<file path="src/rtl/uart_arb_pkg.sv">
// Shared types and helpers for the uart_tx round-robin arbiter.
// Tag states and TAG_NIBBLE are used only when UART_ARB_TAG_EN is defined.
package uart_arb_pkg;

  typedef enum logic [2:0] {
    IDLE,
    LAUNCH,
    WAIT_BUSY,
    WAIT_DONE,
    TAG_LAUNCH,
    TAG_BUSY,
    TAG_DONE
  } arb_state_e;

  localparam logic [3:0] TAG_NIBBLE = 4'hA;

  typedef struct packed {
    logic       found;
    logic [2:0] idx;
  } pick_t;

  // First set bit of valid at or above ptr, wrapping within n requesters.
  function automatic pick_t rr_pick(input logic [7:0] valid, input logic [2:0] ptr, input int n);
    pick_t r;
    int    k;
    r = '0;
    for (int i = 0; i < 8; i++) begin
      if (i < n && !r.found) begin
        k = (int'(ptr) + i) % n;
        if (valid[k[2:0]]) begin
          r.found = 1'b1;
          r.idx   = k[2:0];
        end
      end
    end
    return r;
  endfunction

endpackage

</file>
<file path="src/rtl/uart_tx_arbiter_picker.sv">
// Combinational round-robin priority search over NUM_REQ requesters.
module uart_rr_picker
  import uart_arb_pkg::*;
#(
  parameter int NUM_REQ = 4
) (
  input  logic [NUM_REQ-1:0] valid,
  input  logic [2:0]         ptr,
  output logic               found,
  output logic [2:0]         idx
);

  logic [7:0] valid8;
  pick_t      pick;

  always_comb begin
    valid8                = '0;
    valid8[NUM_REQ-1:0]   = valid;
    pick                  = rr_pick(valid8, ptr, NUM_REQ);
  end

  assign found = pick.found;
  assign idx   = pick.idx;

endmodule

</file>
<file path="src/rtl/uart_tx_arbiter.sv">
// Round-robin arbiter sharing one uart_tx between NUM_REQ byte requesters.
// Define UART_ARB_TAG_EN to prefix each change of sender with a tag byte.
module uart_tx_arbiter
  import uart_arb_pkg::*;
#(
  parameter int NUM_REQ  = 4,
  parameter int BUSY_TMO = 4
) (
  input  logic                 clk,
  input  logic                 rst_n,
  input  logic [NUM_REQ-1:0]   req_valid,
  input  logic [8*NUM_REQ-1:0] req_data,
  output logic [NUM_REQ-1:0]   req_ready,
  output logic                 tx_start,
  output logic [7:0]           tx_data,
  input  logic                 tx_busy,
  output logic [2:0]           grant_id,
  output logic                 launch_err,
  output logic [15:0]          byte_cnt
);

  localparam int               TMO_W    = $clog2(BUSY_TMO + 1);
  localparam logic [TMO_W-1:0] TMO_LAST = TMO_W'(BUSY_TMO - 1);
  localparam logic [2:0]       LAST_ID  = 3'(NUM_REQ - 1);

  arb_state_e         state, state_d;
  logic [2:0]         rr_ptr, rr_ptr_d;
  logic [TMO_W-1:0]   tmo_cnt, tmo_cnt_d;
  logic               tx_start_d;
  logic [7:0]         tx_data_d;
  logic [NUM_REQ-1:0] req_ready_d;
  logic [2:0]         grant_id_d;
  logic               launch_err_d;
  logic [15:0]        byte_cnt_d;

  logic               pick_found;
  logic [2:0]         pick_idx;
  logic [7:0]         data_arr [8];
  logic               do_data;
  logic [2:0]         data_idx;
  logic [7:0]         ready8;

`ifdef UART_ARB_TAG_EN
  logic [2:0]         lock_id, lock_id_d;
  logic [2:0]         last_id, last_id_d;
  logic               tag_pending, tag_pending_d;
  logic               have_sent, have_sent_d;
`endif

  uart_rr_picker #(.NUM_REQ(NUM_REQ)) u_picker (
    .valid (req_valid),
    .ptr   (rr_ptr),
    .found (pick_found),
    .idx   (pick_idx)
  );

  // Padded to 8 entries so a 3-bit index always selects in range.
  for (genvar g = 0; g < 8; g++) begin : g_data
    if (g < NUM_REQ) begin : g_used
      assign data_arr[g] = req_data[8*g +: 8];
    end else begin : g_pad
      assign data_arr[g] = '0;
    end
  end

  always_comb begin
    // NOTE: every output of this block gets a default first so no latch is inferred.
    state_d      = state;
    rr_ptr_d     = rr_ptr;
    tmo_cnt_d    = '0;
    tx_start_d   = 1'b0;
    tx_data_d    = tx_data;
    req_ready_d  = '0;
    grant_id_d   = grant_id;
    launch_err_d = launch_err;
    byte_cnt_d   = byte_cnt;
    do_data      = 1'b0;
    data_idx     = pick_idx;
    ready8       = '0;
`ifdef UART_ARB_TAG_EN
    lock_id_d     = lock_id;
    last_id_d     = last_id;
    tag_pending_d = tag_pending;
    have_sent_d   = have_sent;
`endif

    case (state)
      IDLE: begin
        if (!tx_busy) begin
`ifdef UART_ARB_TAG_EN
          if (tag_pending) begin
            do_data       = 1'b1;
            data_idx      = lock_id;
            tag_pending_d = 1'b0;
          end else if (pick_found) begin
            if (!have_sent || pick_idx != last_id) begin
              tx_start_d    = 1'b1;
              tx_data_d     = {TAG_NIBBLE, 1'b0, pick_idx};
              lock_id_d     = pick_idx;
              tag_pending_d = 1'b1;
              state_d       = TAG_LAUNCH;
            end else begin
              do_data = 1'b1;
            end
          end
`else
          do_data = pick_found;
`endif
        end
      end
      LAUNCH: state_d = WAIT_BUSY;
      WAIT_BUSY: begin
        if (tx_busy) begin
          state_d = WAIT_DONE;
        end else if (tmo_cnt == TMO_LAST) begin
          launch_err_d = 1'b1;
          state_d      = IDLE;
        end else begin
          tmo_cnt_d = tmo_cnt + 1'b1;
        end
      end
      WAIT_DONE: if (!tx_busy) state_d = IDLE;
`ifdef UART_ARB_TAG_EN
      TAG_LAUNCH: state_d = TAG_BUSY;
      TAG_BUSY: begin
        if (tx_busy) begin
          state_d = TAG_DONE;
        end else if (tmo_cnt == TMO_LAST) begin
          launch_err_d  = 1'b1;
          tag_pending_d = 1'b0;
          state_d       = IDLE;
        end else begin
          tmo_cnt_d = tmo_cnt + 1'b1;
        end
      end
      TAG_DONE: if (!tx_busy) state_d = IDLE;
`endif
      default: state_d = IDLE;
    endcase

    if (do_data) begin
      ready8      = 8'd1 << data_idx;
      tx_start_d  = 1'b1;
      tx_data_d   = data_arr[data_idx];
      req_ready_d = ready8[NUM_REQ-1:0];
      grant_id_d  = data_idx;
      rr_ptr_d    = (data_idx == LAST_ID) ? 3'd0 : data_idx + 3'd1;
      byte_cnt_d  = byte_cnt + 16'd1;
      state_d     = LAUNCH;
`ifdef UART_ARB_TAG_EN
      last_id_d   = data_idx;
      have_sent_d = 1'b1;
`endif
    end
  end

  // NOTE: state registers use non-blocking assignments so every flop samples pre-edge values.
  always_ff @(posedge clk or negedge rst_n) begin
    if (!rst_n) begin
      state      <= IDLE;
      rr_ptr     <= '0;
      tmo_cnt    <= '0;
      tx_start   <= 1'b0;
      tx_data    <= '0;
      req_ready  <= '0;
      grant_id   <= '0;
      launch_err <= 1'b0;
      byte_cnt   <= '0;
`ifdef UART_ARB_TAG_EN
      lock_id     <= '0;
      last_id     <= '0;
      tag_pending <= 1'b0;
      have_sent   <= 1'b0;
`endif
    end else begin
      state      <= state_d;
      rr_ptr     <= rr_ptr_d;
      tmo_cnt    <= tmo_cnt_d;
      tx_start   <= tx_start_d;
      tx_data    <= tx_data_d;
      req_ready  <= req_ready_d;
      grant_id   <= grant_id_d;
      launch_err <= launch_err_d;
      byte_cnt   <= byte_cnt_d;
`ifdef UART_ARB_TAG_EN
      lock_id     <= lock_id_d;
      last_id     <= last_id_d;
      tag_pending <= tag_pending_d;
      have_sent   <= have_sent_d;
`endif
    end
  end

endmodule

</file>
<file path="config.mk">
export PLATFORM = sky130hd
export DESIGN_NAME = uart_tx_arbiter
export DESIGN_NICKNAME = d
export VERILOG_FILES = /design/src/rtl/uart_arb_pkg.sv /design/src/rtl/uart_tx_arbiter_picker.sv /design/src/rtl/uart_tx_arbiter.sv
export SDC_FILE = /design/constraint.sdc
export NUM_CORES = 1
export LEC_CHECK = 0
export CAP_MARGIN = 20
export CORE_MARGIN = 10
export CORE_UTILIZATION = 47
export CTS_BUF_LIST = sky130_fd_sc_hd__clkbuf_8
export CTS_CLUSTER_SIZE = 10
export DETAILED_ROUTE_END_ITERATION = 10
export PLACE_DENSITY_LB_ADDON = 0.1
export REMOVE_ABC_BUFFERS = 1
export SLEW_MARGIN = 20
export SYNTH_ARGS = -nofsm -noshare
export SYNTH_HDL_FRONTEND = slang
export SYNTH_SLANG_ARGS = --single-unit
</file>
<file path="constraint.sdc">
create_clock -name clk -period 2.46 [get_ports clk]
set_input_delay 0.246 -clock clk [delete_from_list [all_inputs] [get_ports clk]]
set_output_delay 0.246 -clock clk [all_outputs]
set_load 0.005 [all_outputs]
</file>
==> results.md <==
- Post-DP HPWL: around 3800 µm
- Syn avg cell area: roughly 11 µm²
- Final min period: a little over 2000 ps
- Unrepaired setup endpoints after global routing: false
- Design area: about 2900 µm²
- Clock sinks: 39
- Pwr/cell area: approximately 860 nW/µm²
- Initial antenna violation count: 0
- Most frequent cells in the layout: clkdlybuf4s50_1 (69), dfrtp_1 (39), nand2_1 (26), mux2i_1 (18)
- Total GRT Usage: 0.136
- Final non-filler cell total: 307
- Mapped cell area: roughly 2100 µm²
- Hold Vio Cnt, Final: 0
- Yosys Warn Count: 0
- Global-route wire length before repair: 8050 µm
- Resized cells post-CTS: 0
- Synthesized instance count: roughly 180
- Post-synthesis cell type count: 42
- Worst VDD drop: about 0.5 mV
- Ant. Diodes: 0
- Placed Area: 2790 µm²
- Layout Utilization: 0.699
- Max Cap Violations: 0
- Die Ht: between 80 and 90 µm
- Die area: about 7400 µm²
- Count of buffers from port buffering: 70
- Worst min path class: input port to async pin
- Vias per cell: roughly 5.1
- Die width: ~86 µm
- Clock latency on the worst-skew pair: around 290 ps
- Nets: roughly 300
- Startpoint Class: flop
- TritonCTS clock tree: done
- # setup viols final: 0
- Hold-fix buffers at CTS: 0
- Io pins: just over 70
- Drt drc: 0
- Number of H-tree levels: 2
- Kind of end point of the critical path: flop
- Core ar.: roughly 4000 µm²
- Clock Pin Slew Worst Setup and Hold Paths: 80 ps
- Clk_skew: slightly above 10 ps
- Setup TNS Final: 0 ps
- Max FO, Critical Path: 4
- Critical Path RT: around 2600 ps
- Slew Limit Fails: 0
- Inst Count DP: around 300
- TritonCTS buffer count: 5
- Post-CTS setup buffer count: 0
- Via count: 1575
- Grt total ovfl: 0
- Rows: 23
- Most common cell after layout, fill and taps aside: clkdlybuf4s50_1
- Seq cells post-synth: 39
- DRT iter0 DRCs: about 140
- CP Class: flop to flop
- Worst EP arrival: approximately 2200 ps
- Static leakage power: around 1.3 nW
- Seq/Total Area, Yosys: 0.475
- P&R area growth vs syn: 40.0%
- Avg WL per Cell: approximately 16 µm
- Status: finished clean
- Worst slew margin: 0.424
- Initial Util: 0.499
- Layout cells sized above 1: 0.128
- Drt first pass iters: 4
- Hold slack: 61.6 ps
- Fmax: slightly below 0.5 GHz
- Root Driver: clkbuf_8
- Routability cong.: just over 0.7
- Vias in the first global route: 1639
- Clock Tree Buf Depth: 2
- Fin crit share: 0.820
- Total Wirelength: just under 5000 µm
- Largest net degree at the start of global routing: 40
- Worst Max-Slew Pin Slew: between 800 and 900 ps
- Routed Antenna Nets: 0
[synthesized netlist by cell type (all sizes together)]
master  instances  share of area
nor2b           2         0.0061
or4             1         0.0037
nand3           5          0.012
inv            11          0.021
nand2b          4          0.013
o21ai           4          0.012
nand4           4          0.027
o32a            1         0.0049
a21o            1         0.0037
and2            1         0.0030
a211o           1         0.0043
mux2i          18          0.088
nor3            1         0.0024
nand2          28          0.060
ha              7          0.043
a31o            1         0.0043
o31ai           1         0.0037
dfrtp          39           0.48
a21oi           3         0.0073
conb            1         0.0018
nor4            1          0.010
and3            3         0.0098
xor2            4          0.017
or3             1         0.0055
o221ai          8          0.059
buf             6          0.021
o21bai          1         0.0037
nor2           11          0.021
and2b           2         0.0091
xnor2          11          0.047
[logic make-up (layout without fill, tap and decap cells)]
group	Yosys count	count (layout)	share of synthesized area
AO/OA/AOI/OAI	21	21	0.102
XOR/XNOR	15	15	0.0640
adder cells (fa/ha/maj)	7	7	0.0427
buffers and inverters	17	92	0.0427
flip-flops	39	39	0.475
multiplexers	18	18	0.0878
other	1	1	0.00183
AND/OR/NAND/NOR	64	64	0.184
[report_power, final]
group          switching, mW  leakage (nW)  total, mW  internal, mW
clock                  0.224        0.0453      0.418         0.194
combinational          0.484         0.768       1.08         0.593
sequential             0.157         0.502      0.972         0.814
total                  0.864          1.32       2.47          1.60
[sequential cells by signal, indices dropped and copies added (netlist names)]
name,cells
tmo_cnt,3
launch_err,1
tx_start,1
req_ready,4
state,2
byte_cnt,16
grant_id,2
tx_data,8
rr_ptr,2
[critical path: stages, from the launching register on]
cell and delay, ps:
dfrtp_1 410, inv_1 120, ha_1 230, and2b_4 260
nand4_4 140, nor4_4 430, nand4_1 170, xnor2_1 150
[final cells by class]
class	instances	area, µm²
repair buffers	73	718
inverters	11	43.8
well taps	50	62.6
clock inverters	3	16.3
multi-input cells	126	990
fillers	331	1240
flip-flops and latches	39	976
clock buffers	5	68.8
[worst paths after layout]
check | startpoint | cells past startpoint | slack, ps | end
setup / recovery | state[0]$_DFFE_PN0P_ | 7 | 440 | byte_cnt[15]$_DFFE_PN0P_
setup reg to reg | state[0]$_DFFE_PN0P_ | 7 | 440 | byte_cnt[15]$_DFFE_PN0P_
min in group clk | tmo_cnt[0]$_DFF_PN0_ | 1 | 450 | tmo_cnt[0]$_DFF_PN0_
hold reg to reg | tmo_cnt[0]$_DFF_PN0_ | 1 | 450 | tmo_cnt[0]$_DFF_PN0_
hold / removal | rst_n | 1 | 60 | byte_cnt[11]$_DFFE_PN0P_
max in group asynchronous | rst_n | 1 | 1850 | tx_data[6]$_DFFE_PN0P_
[per-layer routing]
layer | GRT usage | part of all wire | vias to the layer above
li1 | - | - | 772
met1 | 0.158 | 0.42 | 757
met2 | 0.222 | 0.51 | 44
met3 | 0.0558 | 0.062 | 2
met4 | 0.0404 | 0.0047 | 0
met5 | 0 | 0 | -
[through the flow]
step / setup slack, ps / power, mW
floorplan: 545 / 1.54
global placement: 282 / 2.05
detailed placement: 235 / 2.07
CTS: 436 / 2.50
global route: 315 / 2.65
finish: 443 / 2.47
Power figures use the tool's default switching activity.
==> variant 1, RTL diff (same flow settings) <==
The 7 states of `arb_state_e` get a one-hot encoding in 7 bits.
--- a/src/rtl/uart_arb_pkg.sv
+++ b/src/rtl/uart_arb_pkg.sv
@@ -2,14 +2,14 @@
 // Tag states and TAG_NIBBLE are used only when UART_ARB_TAG_EN is defined.
 package uart_arb_pkg;
 
-  typedef enum logic [2:0] {
-    IDLE,
-    LAUNCH,
-    WAIT_BUSY,
-    WAIT_DONE,
-    TAG_LAUNCH,
-    TAG_BUSY,
-    TAG_DONE
+  typedef enum logic [6:0] {
+    IDLE       = 7'b0000001,
+    LAUNCH     = 7'b0000010,
+    WAIT_BUSY  = 7'b0000100,
+    WAIT_DONE  = 7'b0001000,
+    TAG_LAUNCH = 7'b0010000,
+    TAG_BUSY   = 7'b0100000,
+    TAG_DONE   = 7'b1000000
   } arb_state_e;
 
   localparam logic [3:0] TAG_NIBBLE = 4'hA;
Formal check against the unedited RTL: same outputs for any inputs over 10 cycles, from zero or initial values and one cycle with rst_n low; not proved beyond that.
==> variant 1 against the unedited design <==
  * Worst setup slack lost 21 ps
  * Sequential cell count grew 2
  * Critical path type unchanged
  * Via count down 1.1%
  * Highest routed layer unchanged
  * Area after synthesis decreased by 5.9%
  * Global-route usage up 0.084 points
  * Design area is 3.0% lower
  * Routed wire length shrank 2.0%
  * Power up 0.65%
==> variant 1: results (changes against the unedited design) <==
run status completed; RR Startpoint state[0]$_DFFE_PN1P_; R2R depth 5 (-2); Final nets 292 (-3.3%); CP max FO 6 (+2); GRT Util Overall 13.6% (+0.084 points); Via-to-Cell Ratio 5.17 (+0.83%); pin count of the biggest net entering global routing 42 (+5.0%); post-synthesis mux area share 8.28% (-0.49 points); Iter 0 DRT Violations 69 (-50%); post-synthesis compound-gate area fraction 9.19% (-0.99 points); drt first pass iters 4 (unchanged); pre-CTS WS 333 ps (+98.8 ps); xor/xnor share of the synthesized area 7.25% (+0.85 points); post-synthesis sequential area ratio 53.1% (+5.6 points); cts bufs inserted 5 (unchanged); min-delay worst type primary input to asynchronous set/reset pin; DP HPWL 3.73 mm (-2.0%); Worst Tran Pin Value 905 ps (+41.0 ps); final WL 4.75 mm (-2.0%); adder-cell share of the synthesized area 1.94% (-2.3 points); P_leak 1.29 nW (-2.3%); Fin Clk Skew 6.31 ps (-3.81 ps); first-pass GRT wire length 8.14 mm (+1.2%); Main synth FF type dfrtp_1; Peak VDD IR 423 µV (-17%); largest cells by area after synthesis dfrtp_1 (52%), mux2i_1 (8.3%), xnor2_1 (6.3%); Synth top cells by count dfrtp_1 (40), nand2_1 (28), mux2i_1 (16); vias in the first global route 1,729 (+5.5%); Register-to-Register Setup Slack 420 ps (-20 ps); Largest regs byte_cnt x16, tx_data x8; fraction of layout instances using a drive strength above 1 7.97% (-4.9 points); switching power total 0.780 mW (-9.8%); worst reg2reg endpoint byte_cnt[9]$_DFFE_PN0P_; GP Congestion 0.848 (+20%)
## variant 1: how the worst max path moves through the flow
stage | startpoint | end | slack [ps] | cells after the start
4_1_cts | state[0]$_DFFE_PN1P_ | byte_cnt[11]$_DFFE_PN0P_ | 410 | 5
3_3_place_gp | req_valid[0] | tx_data[3]$_DFFE_PN0P_ | 400 | 7
3_5_place_dp | req_valid[0] | tx_data[3]$_DFFE_PN0P_ | 330 | 7
6_report | state[0]$_DFFE_PN1P_ | byte_cnt[9]$_DFFE_PN0P_ | 420 | 5
2_1_floorplan | rr_ptr[1]$_DFFE_PN0P_ | rr_ptr[1]$_DFFE_PN0P_ | -40 | 7
5_1_grt | state[0]$_DFFE_PN1P_ | byte_cnt[9]$_DFFE_PN0P_ | 310 | 5
## variant 1: power groups by stage
stage               registers, mW  logic (mW)  clock network (mW)
floorplan                    1.00       0.458                   0
global placement             1.01       0.926                   0
detailed placement           1.01       0.948                   0
CTS                          1.00       0.950               0.562
global route                 1.03        1.04               0.587
finish                       1.00       0.929               0.548
## variant 1: layout make-up
type	instances	area (µm²)
Sequential cell	41	1030
Tap cell	50	62.6
Timing Repair Buffer	72	711
Multi-Input combinational cell	123	847
Clock inverter	2	33.8
Clock buffer	6	82.6
Fill cell	341	1210
Inverter	7	26.3
## variant 1: per-stage QoR
| step | instances | TNS [ps] | hold WS (ps) | cell area (µm²) |
|---|---|---|---|---|
| floorplan | 171 | -57.0 | -49.6 | 1900 |
| global placement | 293 | 0 | 424 | 2670 |
| detailed placement | 293 | 0 | 424 | 2670 |
| CTS | 301 | 0 | 109 | 2790 |
| global route | 301 | 0 | 160 | 2790 |
| finish | 301 | 0 | 88.3 | 2790 |
## variant 1: critical path, stage by stage (launching register included)
cell,delay (ps)
dfstp_2,570
or4b_4,490
a2111oi_2,300
and2_1,320
nand3_2,110
xnor2_1,130
## variant 1: cells by family (layout without fill, tap and decap cells)
kind of cell | count (synthesis) | after routing
and+or+nand+nor | 63 | 63
DFF | 41 | 41
muxes | 16 | 16
xor gates and xnor gates | 16 | 16
adders and majority gates | 3 | 3
other | 1 | 1
AOI/OAI and AO/OA | 24 | 24
buffers and inverters | 13 | 87
## variant 1: per-layer routing
| layer | vias to the layer above | track usage [%] | wire [µm] |
|---|---|---|---|
| met5 | - | 0 | 0 |
| met4 | 0 | 3.65 | 50 |
| met3 | 7 | 7.83 | 538 |
| met2 | 58 | 22.4 | 2290 |
| met1 | 734 | 14.7 | 1870 |
| li1 | 758 | - | - |
==> variant 2, RTL diff (same flow settings) <==
Made on the original files. Add a define of `UART_ARB_TAG_EN`.
--- a/src/rtl/uart_tx_arbiter.sv
+++ b/src/rtl/uart_tx_arbiter.sv
@@ -1,5 +1,7 @@
 // Round-robin arbiter sharing one uart_tx between NUM_REQ byte requesters.
 // Define UART_ARB_TAG_EN to prefix each change of sender with a tag byte.
+`define UART_ARB_TAG_EN
+
 module uart_tx_arbiter
   import uart_arb_pkg::*;
 #(
Function: changed (Yosys sat finds a counterexample within 4 cycles, from zero or initial values and one cycle with rst_n low).
==> variant 2 against the unedited design <==
  * Area after synthesis up 24%
  * Combinational power increased by 41%
  * First-iteration DRC count down 28%
  * Largest power group unchanged
  * Sequential share of layout area shrank 1.8 points
  * Worst setup slack worse by 110 ps
  * Sequential power rose by 17%
  * Power increased by 25%
  * Design area rose by 19%
  * Sequential cell count is 5 higher
  * Routed wire length up 26%
  * Die area is 18% higher
==> variant 2: results (changes against the unedited design) <==
run status completed; pin count of the biggest net entering global routing 45 (+13%); Longest Clk Path Bufs 2 (unchanged); max reg flops 16 (unchanged); Peak VDD IR 496 µV (-2.8%); met1 wire length 2.77 mm (+35%); Iter 0 DRT Violations 98 (-28%); Synth top cells by count dfrtp_1 (44), mux2i_1 (19), nand2_1 (18); vias in the first global route 2,019 (+23%); Max-slew headroom 34.9% (-7.5 points); DR WL met3 320 µm (+6.0%); CP max FO 6 (+2); wire per inst 15.9 µm (+0.51%); P_leak 1.46 nW (+11%); Largest regs byte_cnt x16, tx_data x8, req_ready x4; Max Used Layer met3; crit path DAT 2300 ps (+100 ps); Layout Cells excl Fill 384 (+25%); Fill cells 401 (+21%); Final nets 359 (+19%); fraction of layout instances using a drive strength above 1 15.6% (+2.8 points); Post-Syn Instances 239 (+31%); CP max stage cell clkdlybuf4s50_1; ANT cells 0 (unchanged); CP delay by family, top compound AO/OA/AOI/OAI gates; min-delay worst type primary input to asynchronous set/reset pin; Fin Clk Skew 9.57 ps (-0.544 ps); largest cells by area after synthesis dfrtp_1 (43%), mux2i_1 (7.5%), xnor2_1 (3.8%); DP HPWL 4.73 mm (+24%); GP Congestion 0.794 (+13%); routed wl met2 3.00 mm (+22%); first-pass GRT wire length 10.1 mm (+25%); post-synthesis cell type count 62 (+48%); GRT Util Overall 13.9% (+0.35 points); drt first pass iters 4 (unchanged); Largest stage delay, worst path 470 ps (+40 ps); post-synthesis sequential area ratio 43.2% (-4.3 points); Yosys top cell area share 43.2% (-4.3 points); H-tree depth 2 (unchanged); Via-to-Cell Ratio 5.22 (+1.7%)
## variant 2: cell families (layout without fill, tap and decap cells)
family / Yosys count / count (layout) / synth area share, %
compound gates: 44 / 44 / 13.7
xor+xnor: 16 / 16 / 5.50
fa+ha+maj: 6 / 6 / 2.95
buf+inv: 20 / 95 / 4.96
flops: 44 / 44 / 43.2
mux: 26 / 26 / 10.9
other cells: 1 / 1 / 0.147
simple gates: 82 / 82 / 18.7
## variant 2: stage by stage
| step | utilization [%] | setup slack, ps | instance area, µm² | hold slack (ps) |
|---|---|---|---|---|
| floorplan | - | -422 | 2450 | -49.6 |
| global placement | 64.6 | 74.4 | 3340 | 421 |
| detailed placement | 64.6 | 57.4 | 3340 | 420 |
| CTS | 66.2 | 357 | 3420 | 138 |
| global route | 66.2 | 196 | 3420 | 179 |
| finish | 66.2 | 334 | 3420 | 109 |
## variant 2: worst register-to-register path, delay by kind of cell (launching register included)
kind / cells / cell delay (ps)
buffers and inverters: 1 / 220
multiplexers: 1 / 230
flip-flops: 1 / 590
AO/OA/AOI/OAI: 2 / 590
AND/OR/NAND/NOR: 3 / 360
## variant 2: power by group
part / internal (mW) / switching [mW] / total, mW / leakage [nW]
sequential: 0.919 / 0.222 / 1.14 / 0.568
combinational: 0.824 / 0.699 / 1.52 / 0.850
clock: 0.192 / 0.236 / 0.429 / 0.0400
total: 1.93 / 1.16 / 3.09 / 1.46
## variant 2: area by class of cell
cell class	count	area share [%]
Multi-Input combinational cell	175	38.8
Sequential cell	44	32.2
Timing Repair Buffer	82	23.3
Tap cell	70	2.56
Clock buffer	5	2.01
Inverter	6	0.731
Clock inverter	2	0.366
## variant 2: routing by layer
layer / GRT usage [%] / vias up
li1: - / 1001
met1: 18.2 / 957
met2: 23.1 / 45
met3: 3.36 / 0
met4: 1.90 / 0
met5: 0 / -
## variant 2: path summary, 6_finish.rpt
kind                                       from  depth (start not counted)  slack, ps                      to
setup / recovery                   req_valid[0]                          7        330  last_id[0]$_DFFE_PN0P_
hold / removal                            rst_n                          1        110  req_ready[2]$_DFF_PN0_
setup reg to reg           state[1]$_DFFE_PN0P_                          7        370  tx_data[6]$_DFFE_PN0P_
hold reg to reg            tmo_cnt[0]$_DFF_PN0_                          1        440    tmo_cnt[0]$_DFF_PN0_
max in group asynchronous                 rst_n                          1       1750  tx_data[5]$_DFFE_PN0P_
min in group clk           tmo_cnt[0]$_DFF_PN0_                          1        440    tmo_cnt[0]$_DFF_PN0_
